<file path="config.mk">
export PLATFORM = sky130hd
export DESIGN_NAME = auto_corner_detect_flat
export DESIGN_NICKNAME = d
export VERILOG_FILES = /design/src/rtl/auto_corner_detect_pkg.sv /design/src/rtl/auto_corner_detect_if.sv /design/src/rtl/auto_corner_detect_tracker.sv /design/src/rtl/auto_corner_detect.sv /design/src/flat_wrapper.sv
export SDC_FILE = /design/constraint.sdc
export NUM_CORES = 1
export LEC_CHECK = 0
export CORE_ASPECT_RATIO = 0.9
export CORE_UTILIZATION = 50
export CTS_CLUSTER_DIAMETER = 100
export DETAILED_ROUTE_END_ITERATION = 10
export GPL_ROUTABILITY_DRIVEN = 0
export PLACE_DENSITY = 0.78
export SYNTH_ARGS = -nofsm -noshare
export SYNTH_HDL_FRONTEND = slang
export SYNTH_SLANG_ARGS = --single-unit
export TNS_END_PERCENT = 1
</file>
<file path="constraint.sdc">
create_clock -name clk -period 4.84 [get_ports clk]
set_clock_uncertainty 0.1 [all_clocks]
set_input_delay 1.21 -clock clk [delete_from_list [all_inputs] [get_ports clk]]
set_output_delay 1.21 -clock clk [all_outputs]
set_load 0.01 [all_outputs]
</file>
<file path="src/rtl/auto_corner_detect_pkg.sv">
// Shared types for the corner-detect engine: FSM states, tracker modes,
// corner indices and the signed metric width.
package auto_corner_detect_pkg;

   typedef enum logic [1:0] {
      IDLE  = 2'd0,
      SCAN  = 2'd1,
      DRAIN = 2'd2,
      DONE  = 2'd3
   } state_e;

   typedef enum logic {
      MODE_MIN = 1'b0,
      MODE_MAX = 1'b1
   } mode_e;

   localparam int C_TL        = 0;
   localparam int C_TR        = 1;
   localparam int C_BL        = 2;
   localparam int C_BR        = 3;
   localparam int NUM_CORNERS = 4;

   // x+y and x-y need one growth bit plus a sign bit over the x width
   function automatic int metric_w(input int x_w);
      return x_w + 2;
   endfunction

endpackage

</file>
<file path="src/rtl/auto_corner_detect_if.sv">
// Start/done handshake, frame BRAM read port and corner results.
// master = main FSM / BRAM side, slave = the detection engine.
interface auto_corner_detect_if #(
   parameter int X_W    = 10,
   parameter int Y_W    = 9,
   parameter int ADDR_W = 19,
   parameter int PIX_W  = 8
);
   logic              start;
   logic              done;
   logic              busy;
   logic [ADDR_W-1:0] rd_addr;
   logic [PIX_W-1:0]  rd_data;
   logic              found;
   logic [X_W-1:0]    tl_x, tr_x, bl_x, br_x;
   logic [Y_W-1:0]    tl_y, tr_y, bl_y, br_y;

   modport master (
      output start, rd_data,
      input  done, busy, rd_addr, found,
      input  tl_x, tr_x, bl_x, br_x, tl_y, tr_y, bl_y, br_y
   );

   modport slave (
      input  start, rd_data,
      output done, busy, rd_addr, found,
      output tl_x, tr_x, bl_x, br_x, tl_y, tr_y, bl_y, br_y
   );
endinterface

</file>
<file path="src/rtl/auto_corner_detect_tracker.sv">
// One corner tracker: keeps the best (min or max) metric seen since clear,
// with its coordinates. Strict compare so the earliest pixel wins ties.
module corner_tracker
   import auto_corner_detect_pkg::*;
#(
   parameter int    MW   = 12,
   parameter int    X_W  = 10,
   parameter int    Y_W  = 9,
   parameter mode_e MODE = MODE_MIN
) (
   input  logic                 clk,
   input  logic                 reset,
   input  logic                 clear,
   input  logic                 en,
   input  logic signed [MW-1:0] metric,
   input  logic [X_W-1:0]       x,
   input  logic [Y_W-1:0]       y,
   output logic                 valid,
   output logic [X_W-1:0]       best_x,
   output logic [Y_W-1:0]       best_y
);
   logic signed [MW-1:0] best;
   logic                 better;

   always_comb begin
      better = (MODE == MODE_MIN) ? (metric < best) : (metric > best);
   end

   always_ff @(posedge clk) begin
      if (reset || clear) begin
         valid  <= 1'b0;
         best   <= '0;
         best_x <= '0;
         best_y <= '0;
      end else if (en && (!valid || better)) begin
         valid  <= 1'b1;
         best   <= metric;
         best_x <= x;
         best_y <= y;
      end
   end
endmodule

</file>
<file path="src/rtl/auto_corner_detect.sv">
// Frame-scan corner detector: raster-reads the frame BRAM, thresholds luma and
// reports TL/TR/BL/BR bright extremes. Option: CORNER_FALLBACK_EN (frame corners on empty scan).
module auto_corner_detect
   import auto_corner_detect_pkg::*;
#(
   parameter int H_PIXELS   = 640,
   parameter int V_PIXELS   = 480,
   parameter int X_W        = 10,
   parameter int Y_W        = 9,
   parameter int ADDR_W     = 19,
   parameter int PIX_W      = 8,
   parameter int THRESHOLD  = 128,
   parameter int RD_LATENCY = 2
) (
   input  logic                 clk,
   input  logic                 reset,
   auto_corner_detect_if.slave  bus
);
   localparam int MW = metric_w(X_W);

   state_e            state, state_nxt;
   logic [X_W-1:0]    x_cnt;
   logic [Y_W-1:0]    y_cnt;
   logic [ADDR_W-1:0] addr;
   logic [1:0]        lat_cnt;
   logic              accept, last_addr;

   assign accept    = (state == IDLE) && bus.start;
   assign last_addr = (x_cnt == X_W'(H_PIXELS-1)) && (y_cnt == Y_W'(V_PIXELS-1));

   always_ff @(posedge clk) begin
      if (reset) state <= IDLE;
      else       state <= state_nxt;
   end

   always_comb begin
      state_nxt = state;
      case (state)
         IDLE:    if (bus.start) state_nxt = SCAN;
         SCAN:    if (last_addr) state_nxt = DRAIN;
         DRAIN:   if (lat_cnt == 2'(RD_LATENCY-1)) state_nxt = DONE;
         DONE:    state_nxt = IDLE;
         default: state_nxt = IDLE;
      endcase
   end

   always_ff @(posedge clk) begin
      if (reset) begin
         x_cnt   <= '0;
         y_cnt   <= '0;
         addr    <= '0;
         lat_cnt <= '0;
      end else if (accept) begin
         x_cnt   <= '0;
         y_cnt   <= '0;
         addr    <= '0;
         lat_cnt <= '0;
      end else if (state == SCAN && !last_addr) begin
         addr <= addr + ADDR_W'(1);
         if (x_cnt == X_W'(H_PIXELS-1)) begin
            x_cnt <= '0;
            y_cnt <= y_cnt + Y_W'(1);
         end else begin
            x_cnt <= x_cnt + X_W'(1);
         end
      end else if (state == DRAIN) begin
         lat_cnt <= lat_cnt + 2'd1;
      end
   end

   // vld_pipe[0] mirrors "address issued this cycle"; stage RD_LATENCY lines up with rd_data
   logic [RD_LATENCY:0]          vld_pipe;
   logic [RD_LATENCY:1][X_W-1:0] x_pipe;
   logic [RD_LATENCY:1][Y_W-1:0] y_pipe;

   always_ff @(posedge clk) begin
      if (reset) begin
         vld_pipe <= '0;
         x_pipe   <= '0;
         y_pipe   <= '0;
      end else begin
         vld_pipe  <= {vld_pipe[RD_LATENCY-1:0], state_nxt == SCAN};
         x_pipe[1] <= x_cnt;
         y_pipe[1] <= y_cnt;
         for (int i = 2; i <= RD_LATENCY; i++) begin
            x_pipe[i] <= x_pipe[i-1];
            y_pipe[i] <= y_pipe[i-1];
         end
      end
   end

   logic                               bright;
   logic signed [MW-1:0]               sx, sy;
   logic [NUM_CORNERS-1:0][MW-1:0]     metric;
   logic [NUM_CORNERS-1:0]             trk_vld;
   logic [NUM_CORNERS-1:0][X_W-1:0]    trk_x;
   logic [NUM_CORNERS-1:0][Y_W-1:0]    trk_y;

   assign bright = vld_pipe[RD_LATENCY] && (bus.rd_data >= PIX_W'(THRESHOLD));
   assign sx     = signed'(MW'(x_pipe[RD_LATENCY]));
   assign sy     = signed'(MW'(y_pipe[RD_LATENCY]));

   always_comb begin
      metric       = '0;
      metric[C_TL] = sx + sy;
      metric[C_TR] = sx - sy;
      metric[C_BL] = sy - sx;
      metric[C_BR] = sx + sy;
   end

   for (genvar i = 0; i < NUM_CORNERS; i++) begin : g_trk
      corner_tracker #(
         .MW   (MW),
         .X_W  (X_W),
         .Y_W  (Y_W),
         .MODE ((i == C_TL) ? MODE_MIN : MODE_MAX)
      ) u_trk (
         .clk    (clk),
         .reset  (reset),
         .clear  (accept),
         .en     (bright),
         .metric (metric[i]),
         .x      (x_pipe[RD_LATENCY]),
         .y      (y_pipe[RD_LATENCY]),
         .valid  (trk_vld[i]),
         .best_x (trk_x[i]),
         .best_y (trk_y[i])
      );
   end

   // results only move in DONE so a mid-scan read sees the previous frame's corners
   logic                            found_q;
   logic [NUM_CORNERS-1:0][X_W-1:0] cx;
   logic [NUM_CORNERS-1:0][Y_W-1:0] cy;

   always_ff @(posedge clk) begin
      if (reset) begin
         found_q <= 1'b0;
         cx      <= '0;
         cy      <= '0;
      end else if (state == DONE) begin
         found_q <= |trk_vld;
         if (|trk_vld) begin
            cx <= trk_x;
            cy <= trk_y;
         end else begin
`ifdef CORNER_FALLBACK_EN
            cx       <= '0;
            cy       <= '0;
            cx[C_TR] <= X_W'(H_PIXELS-1);
            cx[C_BR] <= X_W'(H_PIXELS-1);
            cy[C_BL] <= Y_W'(V_PIXELS-1);
            cy[C_BR] <= Y_W'(V_PIXELS-1);
`else
            cx <= '0;
            cy <= '0;
`endif
         end
      end
   end

   assign bus.done    = (state == DONE);
   assign bus.busy    = (state == SCAN) || (state == DRAIN);
   assign bus.rd_addr = addr;
   assign bus.found   = found_q;
   assign bus.tl_x    = cx[C_TL];
   assign bus.tr_x    = cx[C_TR];
   assign bus.bl_x    = cx[C_BL];
   assign bus.br_x    = cx[C_BR];
   assign bus.tl_y    = cy[C_TL];
   assign bus.tr_y    = cy[C_TR];
   assign bus.bl_y    = cy[C_BL];
   assign bus.br_y    = cy[C_BR];
endmodule

</file>
<file path="src/flat_wrapper.sv">
// flat-port wrapper written by rule: the top's interface ports become plain ports
module auto_corner_detect_flat import auto_corner_detect_pkg::*;
#(
   parameter int H_PIXELS   = 640,
   parameter int V_PIXELS   = 480,
   parameter int X_W        = 10,
   parameter int Y_W        = 9,
   parameter int ADDR_W     = 19,
   parameter int PIX_W      = 8,
   parameter int THRESHOLD  = 128,
   parameter int RD_LATENCY = 2
)
  (clk, reset, bus_start, bus_rd_data, bus_done, bus_busy, bus_rd_addr, bus_found, bus_tl_x, bus_tr_x, bus_bl_x, bus_br_x, bus_tl_y, bus_tr_y, bus_bl_y, bus_br_y);
  auto_corner_detect_if #(.X_W(X_W), .Y_W(Y_W), .ADDR_W(ADDR_W), .PIX_W(PIX_W)) bus_i ();
  input  logic clk;
  input  logic reset;
  input wire logic [$bits(bus_i.start)-1:0] bus_start;
  input wire logic [$bits(bus_i.rd_data)-1:0] bus_rd_data;
  output wire logic [$bits(bus_i.done)-1:0] bus_done;
  output wire logic [$bits(bus_i.busy)-1:0] bus_busy;
  output wire logic [$bits(bus_i.rd_addr)-1:0] bus_rd_addr;
  output wire logic [$bits(bus_i.found)-1:0] bus_found;
  output wire logic [$bits(bus_i.tl_x)-1:0] bus_tl_x;
  output wire logic [$bits(bus_i.tr_x)-1:0] bus_tr_x;
  output wire logic [$bits(bus_i.bl_x)-1:0] bus_bl_x;
  output wire logic [$bits(bus_i.br_x)-1:0] bus_br_x;
  output wire logic [$bits(bus_i.tl_y)-1:0] bus_tl_y;
  output wire logic [$bits(bus_i.tr_y)-1:0] bus_tr_y;
  output wire logic [$bits(bus_i.bl_y)-1:0] bus_bl_y;
  output wire logic [$bits(bus_i.br_y)-1:0] bus_br_y;
  assign bus_i.start = bus_start;
  assign bus_i.rd_data = bus_rd_data;
  assign bus_done = bus_i.done;
  assign bus_busy = bus_i.busy;
  assign bus_rd_addr = bus_i.rd_addr;
  assign bus_found = bus_i.found;
  assign bus_tl_x = bus_i.tl_x;
  assign bus_tr_x = bus_i.tr_x;
  assign bus_bl_x = bus_i.bl_x;
  assign bus_br_x = bus_i.br_x;
  assign bus_tl_y = bus_i.tl_y;
  assign bus_tr_y = bus_i.tr_y;
  assign bus_bl_y = bus_i.bl_y;
  assign bus_br_y = bus_i.br_y;
  auto_corner_detect #(.H_PIXELS(H_PIXELS), .V_PIXELS(V_PIXELS), .X_W(X_W), .Y_W(Y_W), .ADDR_W(ADDR_W), .PIX_W(PIX_W), .THRESHOLD(THRESHOLD), .RD_LATENCY(RD_LATENCY)) u_core (.clk(clk), .reset(reset), .bus(bus_i));
endmodule
</file>
==> run metrics, run 1 <==
worst r2r src=u_core.sy[1]; Hold Startpoint=u_core.x_pipe[9]; met3 WL=1816 µm; hold depth=1; worst-margin pin slew=1.163 ns; worst setup path endpoint=u_core.g_trk[1].u_trk.best[5]; Vias=9677; status=finished clean; YS warnings=0; Critical Path Max Stage Delay=0.62 ns; TritonCTS clock tree=done; commonest cells after routing, fill and taps aside=dfxtp_1 (284), nor2_1 (209), clkdlybuf4s50_1 (100); grt ovf=0; Critical path origin=u_core.sy[1]; drt total wl=29440 µm; core area=0.02367 mm²; pin count of the biggest net entering global routing=79; Min Hold Slack=0.3249 ns; cells along the critical path=inv_1 > fa_1 > a211oi_1 > o21ai_0 > a21o_1 > a21oi_1 > xnor2_1 > ha_1 > and4_1 > nand4_1 > o31ai_1 > a21o_1 > buf_12 > inv_1 > a31o_2; ys flop type=dfxtp_1; Post-Syn Nets=1432; wl on met1=13380 µm; post-synth top area share=46.59%; CP endpoint kind=flop; register area share after synthesis=46.59%; worst hold path type=flop to flop; area leader, netlist=dfxtp_1; H-tree depth=1; placement row count=53; peak supply drop=0.2988 mV; most common cell after layout, fill and taps aside=dfxtp_1; CP Data Required Time=5.20 ns; unrepaired setup endpoints after global routing=false; cells on worst reg2reg path=15; Sum Neg Setup Slack=0 ns; fin cells=1749; synth-to-layout area growth=19.96%; Placed Cells=1695; DRC errors left=0; Die H=150.2 µm; First DRT Iteration DRCs=736; FF-to-FF End=u_core.g_trk[1].u_trk.best[5]; leading post-synthesis cells by cell area=dfxtp_1 (47%), ha_1 (8.1%), nor2_1 (6.5%), a22oi_1 (4.7%), mux2i_1 (4.7%); # hold bufs at CTS=0; Crit. path cell count=15; vias in the first global route=9248; port buffer count=101; synthesized netlist cell count=1339; WL met2=13480 µm; CTS Buf Count=29; synthesis-stage register bit count=284; Tcrit/Tclk final=89.20%; Slowest-stage cell, CP=dfxtp_1; Post-CTS Setup Bufs=0; clk sinks=284; CP max FO=32; max cap viols=0; crit path launch type=flop; Slew Limit Fails=0; Setup CP Type=flop to flop; drt first pass iters=5; Crit path arrival time=4.68 ns; DP HPWL=19810 µm; Min Clock Period, post-route=4.317 ns; Buffers & Inverters on Critical Path=3; first-pass GRT wire length=47460 µm; Post-CTS Resized=0; final hold vios=0; share of cells above drive strength 1=6.911%; Worst-path clk slew=0.06 ns; vias per cell=5.533; Setup Viol. Count Final=0; die area=0.02504 mm²; number of flops mapped to enable cells by yosys=0; pwr/cell area=329.7 mW/mm²; Max Clock Freq=231.6 MHz; I/O Pins=109; asr flop ratio synth=0%; antenna violations before repair=0; syn avg cell area=9.113 µm²; Reg2Reg Setup Slack=0.52 ns; overall routing resource usage=23.52%; Yosys cell types=58; Antenna Nets Post-Route=0; Netlist Area Pre-Place=0.01220 mm²; initial core utilization=51.55%; clock root cell=clkbuf_16; CTS max path bufs=3; uppermost layer routed=met4; worst skew pair latency=0.57 ns; Avg WL per Cell=16.83 µm; Pleak=5.688 nW; Slew headroom=22.27%; nets=1517; diode count=0; CP top delay family=compound AO/OA/AOI/OAI gates; die width=166.7 µm
-- registers in the layout (all words and copies together), names as in the netlist, 19 cells and up --
name	count
u_core.g_trk.u_trk.best_y	36
u_core.g_trk.u_trk.best_x	40
u_core.g_trk.u_trk.best	44
u_core.bus.rd_addr	19
-- logic make-up (layout without fill, tap and decap cells) --
kind of cell / after synthesis / count (layout) / synth area share, %
flops: 284 / 284 / 46.59
compound gates: 260 / 260 / 14.38
fa+ha+maj: 82 / 82 / 8.592
xor+xnor: 50 / 50 / 3.589
buf+inv: 163 / 271 / 5.219
simple gates: 442 / 442 / 16.87
mux: 58 / 58 / 4.768
-- cell type report --
type                            count  area [µm²]
Fill cell                        1897        9035
Multi-Input combinational cell    892        5947
Sequential cell                   284        5685
Timing Repair Buffer              135        1326
Clock buffer                       42       834.6
Tap cell                          302       377.9
Inverter                           82       307.8
Clock inverter                     12       160.2
-- how the worst min path moves through the flow --
stage,end
2_1_floorplan,u_core.sx[0]
3_3_place_gp,u_core.sx[8]
3_5_place_dp,u_core.sy[2]
4_1_cts,u_core.vld_pipe[1]
5_1_grt,u_core.sy[1]
6_report,u_core.sx[9]
-- synthesized netlist by cell type (4+ instances only) --
master and instances:
a22oi_1 77, xor2_1 29, nor2b_1 46, nor4_1 4, nand3_1 69, a211oi_1 16
o31ai_1 32, o21bai_1 4, o21a_1 5, mux2i_1 57, and2_1 6, nand4_1 13
a21o_1 16, buf_2 10, a21oi_1 41, nor2_1 210, nand2_1 60, buf_1 4
ha_1 79, or3_1 4, inv_1 81, xnor2_1 21, nor3_1 7, and3_1 4
clkbuf_1 63, nand2b_1 6, dfxtp_1 284, o21ai_0 45
-- report_power, final --
part / internal [W] / leakage, nW / switching [W]
Sequential: 0.00234 / 2.29 / 0.00000646
Clock: 0.00136 / 0.490 / 0.000936
Combinational: 0.0000505 / 2.91 / 0.000123
-- routing by layer --
| layer | vias up | track usage (%) |
|---|---|---|
| li1 | 4768 | - |
| met2 | 272 | 39.24 |
| met1 | 4579 | 31.28 |
| met4 | 0 | 7.083 |
| met5 | - | 0 |
| met3 | 58 | 3.996 |
-- per-stage QoR --
step | total power [W] | utilization, % | setup WS (ns) | instance area (µm²)
4_1_cts | 0.004867 | 61.84 | 0.5312 | 14640
2_1_floorplan | 0.002523 | - | 1.089 | 12200
3_5_place_dp | 0.002574 | 57.63 | 0.5423 | 13640
3_3_place_gp | 0.002572 | 57.63 | 0.6511 | 13640
5_1_grt | 0.004977 | 61.84 | 0.2163 | 14640
6_report | 0.004826 | 61.84 | 0.5228 | 14640
Power figures use the tool's default switching activity.
==> run 2, diff against run 1 <==
--- a/config.mk
+++ b/config.mk
@@ -9,7 +9,6 @@
 export CORE_UTILIZATION = 50
 export CTS_CLUSTER_DIAMETER = 100
 export DETAILED_ROUTE_END_ITERATION = 10
-export GPL_ROUTABILITY_DRIVEN = 0
 export PLACE_DENSITY = 0.78
 export SYNTH_ARGS = -nofsm -noshare
 export SYNTH_HDL_FRONTEND = slang
==> constraint.sdc (replaced) <==
create_clock -name clk -period 4.8 [get_ports clk]
set_clock_uncertainty 0.1 [all_clocks]
set_input_delay 0.72 -clock clk [delete_from_list [all_inputs] [get_ports clk]]
set_output_delay 0.72 -clock clk [all_outputs]
set_load 0.01 [all_outputs]
==> run 2 against run 1 <==
  * Routed wire length shrank 0.20%
  * Clock power about the same
  * Sequential power about the same
  * Register-to-register slack hardly changed
  * Core utilization decreased by 0.14 points
  * Hold slack gained 0.010 ns
  * Via count rose by 0.83%
  * Largest cell class unchanged
  * Non-clock buffer count down 3
  * Global-route usage shrank 0.22 points
  * First-iteration DRC count down 2.4%
==> run metrics, run 2 (same netlist as run 1, synthesis figures left out) <==
status=finished clean (unchanged); Vias=9757 (was 9677); pin count of the biggest net entering global routing=108 (was 79); internal power=0.003782 W (was 0.003761 W); most common cell after layout, fill and taps aside=dfxtp_1 (unchanged); CTS Buf Count=29 (unchanged); Worst-path clk slew=0.06 ns (about the same); I/O Pins=109 (unchanged); Slew Limit Fails=0 (unchanged); Logic pwr share=3.6% (about the same); Routability Congestion=0.9658; Antenna Nets Post-Route=0 (unchanged); sw power=0.001057 W (was 0.001066 W); diode count=0 (unchanged); share of cells above drive strength 1=6.653% (was 6.911%); drt total wl=29380 µm (was 29440 µm); Crit path arrival time=4.57 ns (was 4.68 ns); Post-CTS Setup Bufs=0 (unchanged); Top reg by flops=u_core.g_trk.u_trk.best (unchanged); Avg WL per Cell=16.83 µm (about the same); Tcrit/Tclk final=88.98% (was 89.20%); Slowest-stage cell, CP=dfxtp_1 (unchanged); antenna violations before repair=0 (unchanged); port buffer count=101 (unchanged); pwr/cell area=331.3 mW/mm² (was 329.7 mW/mm²); DP HPWL=19630 µm (was 19810 µm); overall routing resource usage=23.30% (was 23.52%); peak supply drop=0.2894 mV (was 0.2988 mV); TritonCTS clock tree=done (unchanged); clk sinks=284 (unchanged); Pleak=5.660 nW (was 5.688 nW); commonest cells after routing, fill and taps aside=dfxtp_1 (284), nor2_1 (209), clkdlybuf4s50_1 (100) (unchanged); die area=0.02504 mm² (unchanged); worst-margin pin slew=1.229 ns (was 1.163 ns); final hold vios=0 (unchanged); Seq pwr share=49.0% (was 48.7%); Setup CP Type=flop to flop (unchanged); Min Clock Period, post-route=4.271 ns (was 4.317 ns); vias in the first global route=9168 (was 9248); worst skew pair latency=0.55 ns (was 0.57 ns); max cap viols=0 (unchanged); Max Clock Freq=234.1 MHz (was 231.6 MHz); largest registers=u_core.g_trk.u_trk.best (44), u_core.g_trk.u_trk.best_x (40), u_core.g_trk.u_trk.best_y (36) (unchanged); grt ovf=0 (unchanged); unrepaired setup endpoints after global routing=false (unchanged); nets=1514 (was 1517); switching share of power=21.84% (was 22.08%); Post-CTS Resized=0 (unchanged); first-pass GRT wire length=47080 µm (was 47460 µm); Setup Viol. Count Final=0 (unchanged); drt first pass iters=5 (unchanged); Slew headroom=17.89% (was 22.27%); CP max FO=27 (was 32); Critical Path Max Stage Delay=0.40 ns (was 0.62 ns); First DRT Iteration DRCs=718 (was 736); clock root cell=clkbuf_16 (unchanged); die width=166.7 µm (unchanged); CTS max path bufs=3 (unchanged); # hold bufs at CTS=0 (unchanged); CP endpoint kind=flop (unchanged); cells along the critical path=inv_1 > ha_1 > or2_2 > a211oi_1 > o21a_1 > nor4_1 > a211oi_1 > buf_4 > ha_1 > a21o_1 > a21oi_1 > o21ai_1 > a221oi_4 > buf_12 > mux2i_1 > nor2_1 (was inv_1 > fa_1 > a211oi_1 > o21ai_0 > a21o_1 > a21oi_1 > xnor2_1 > ha_1 > and4_1 > nand4_1 > o31ai_1 > a21o_1 > buf_12 > inv_1 > a31o_2); H-tree depth=1 (unchanged); worst hold path type=flop to flop (unchanged); Sum Neg Setup Slack=0 ns (unchanged); synth-to-layout area growth=19.70% (was 19.96%); DRC errors left=0 (unchanged); Die H=150.2 µm (unchanged); CP Data Required Time=5.10 ns (was 5.20 ns); clock network fraction of total power=47.4% (was 47.7%); crit path launch type=flop (unchanged); placement row count=53 (unchanged); initial core utilization=51.55% (unchanged); max reg flops=44 (unchanged); core area=0.02367 mm² (unchanged); Util after Layout=61.70% (was 61.84%); vias per cell=5.591 (was 5.533)
[run 2: critical path, delay by kind of cell (launching register included)]
| kind | cells | cell delay (ns) |
|---|---|---|
| AND/OR/NAND/NOR | 3 | 0.43 |
| AO/OA/AOI/OAI | 7 | 1.69 |
| flip-flops | 1 | 0.40 |
| buffers and inverters | 3 | 0.59 |
| adder cells (fa/ha/maj) | 2 | 0.64 |
| multiplexers | 1 | 0.25 |
[run 2: final cells by class]
class / instances / area (µm²)
well taps: 302 / 377.9
flip-flops and latches: 284 / 5685
repair buffers: 132 / 1304
multi-input cells: 892 / 5947
clock buffers: 38 / 779.5
clock inverters: 15 / 205.2
fillers: 1905 / 9067
inverters: 82 / 307.8
[run 2: metrics by stage]
stage | hold slack, ns | cells | cell area (µm²) | power (W) | setup WS (ns)
2_1_floorplan | 0.3138 | 1339 | 12200 | 0.002544 | 1.049
3_3_place_gp | 0.3193 | 1692 | 13620 | 0.002592 | 0.7037
3_5_place_dp | 0.3204 | 1692 | 13620 | 0.002594 | 0.6390
4_1_cts | 0.3356 | 1745 | 14610 | 0.004884 | 0.5808
5_1_grt | 0.3550 | 1745 | 14610 | 0.004993 | 0.2651
6_report | 0.3349 | 1745 | 14610 | 0.004839 | 0.5291
[run 2: path summary, 6_finish.rpt]
kind / start / end / slack, ns / depth (start not counted)
setup reg to reg: u_core.sx[4] / u_core.g_trk[0].u_trk.best_y[5] / 0.53 / 16
hold / removal: u_core.vld_pipe[0] / u_core.vld_pipe[1] / 0.33 / 1
setup / recovery: u_core.sx[4] / u_core.g_trk[0].u_trk.best_y[5] / 0.53 / 16
hold reg to reg: u_core.vld_pipe[0] / u_core.vld_pipe[1] / 0.33 / 1
[run 2: layer usage]
metal	track usage, %	routed length [µm]
met4	6.204	579
met3	4.338	1950
met2	38.55	13480
met1	31.31	13370
met5	0	0
[run 2: power by group through the flow]
stage	logic (W)	clock network, W	registers, W
6_report	0.000172	0.00230	0.00237
5_1_grt	0.000190	0.00243	0.00237
4_1_cts	0.000172	0.00234	0.00237
3_5_place_dp	0.000171	0	0.00242
3_3_place_gp	0.000169	0	0.00242
2_1_floorplan	0.000122	0	0.00242
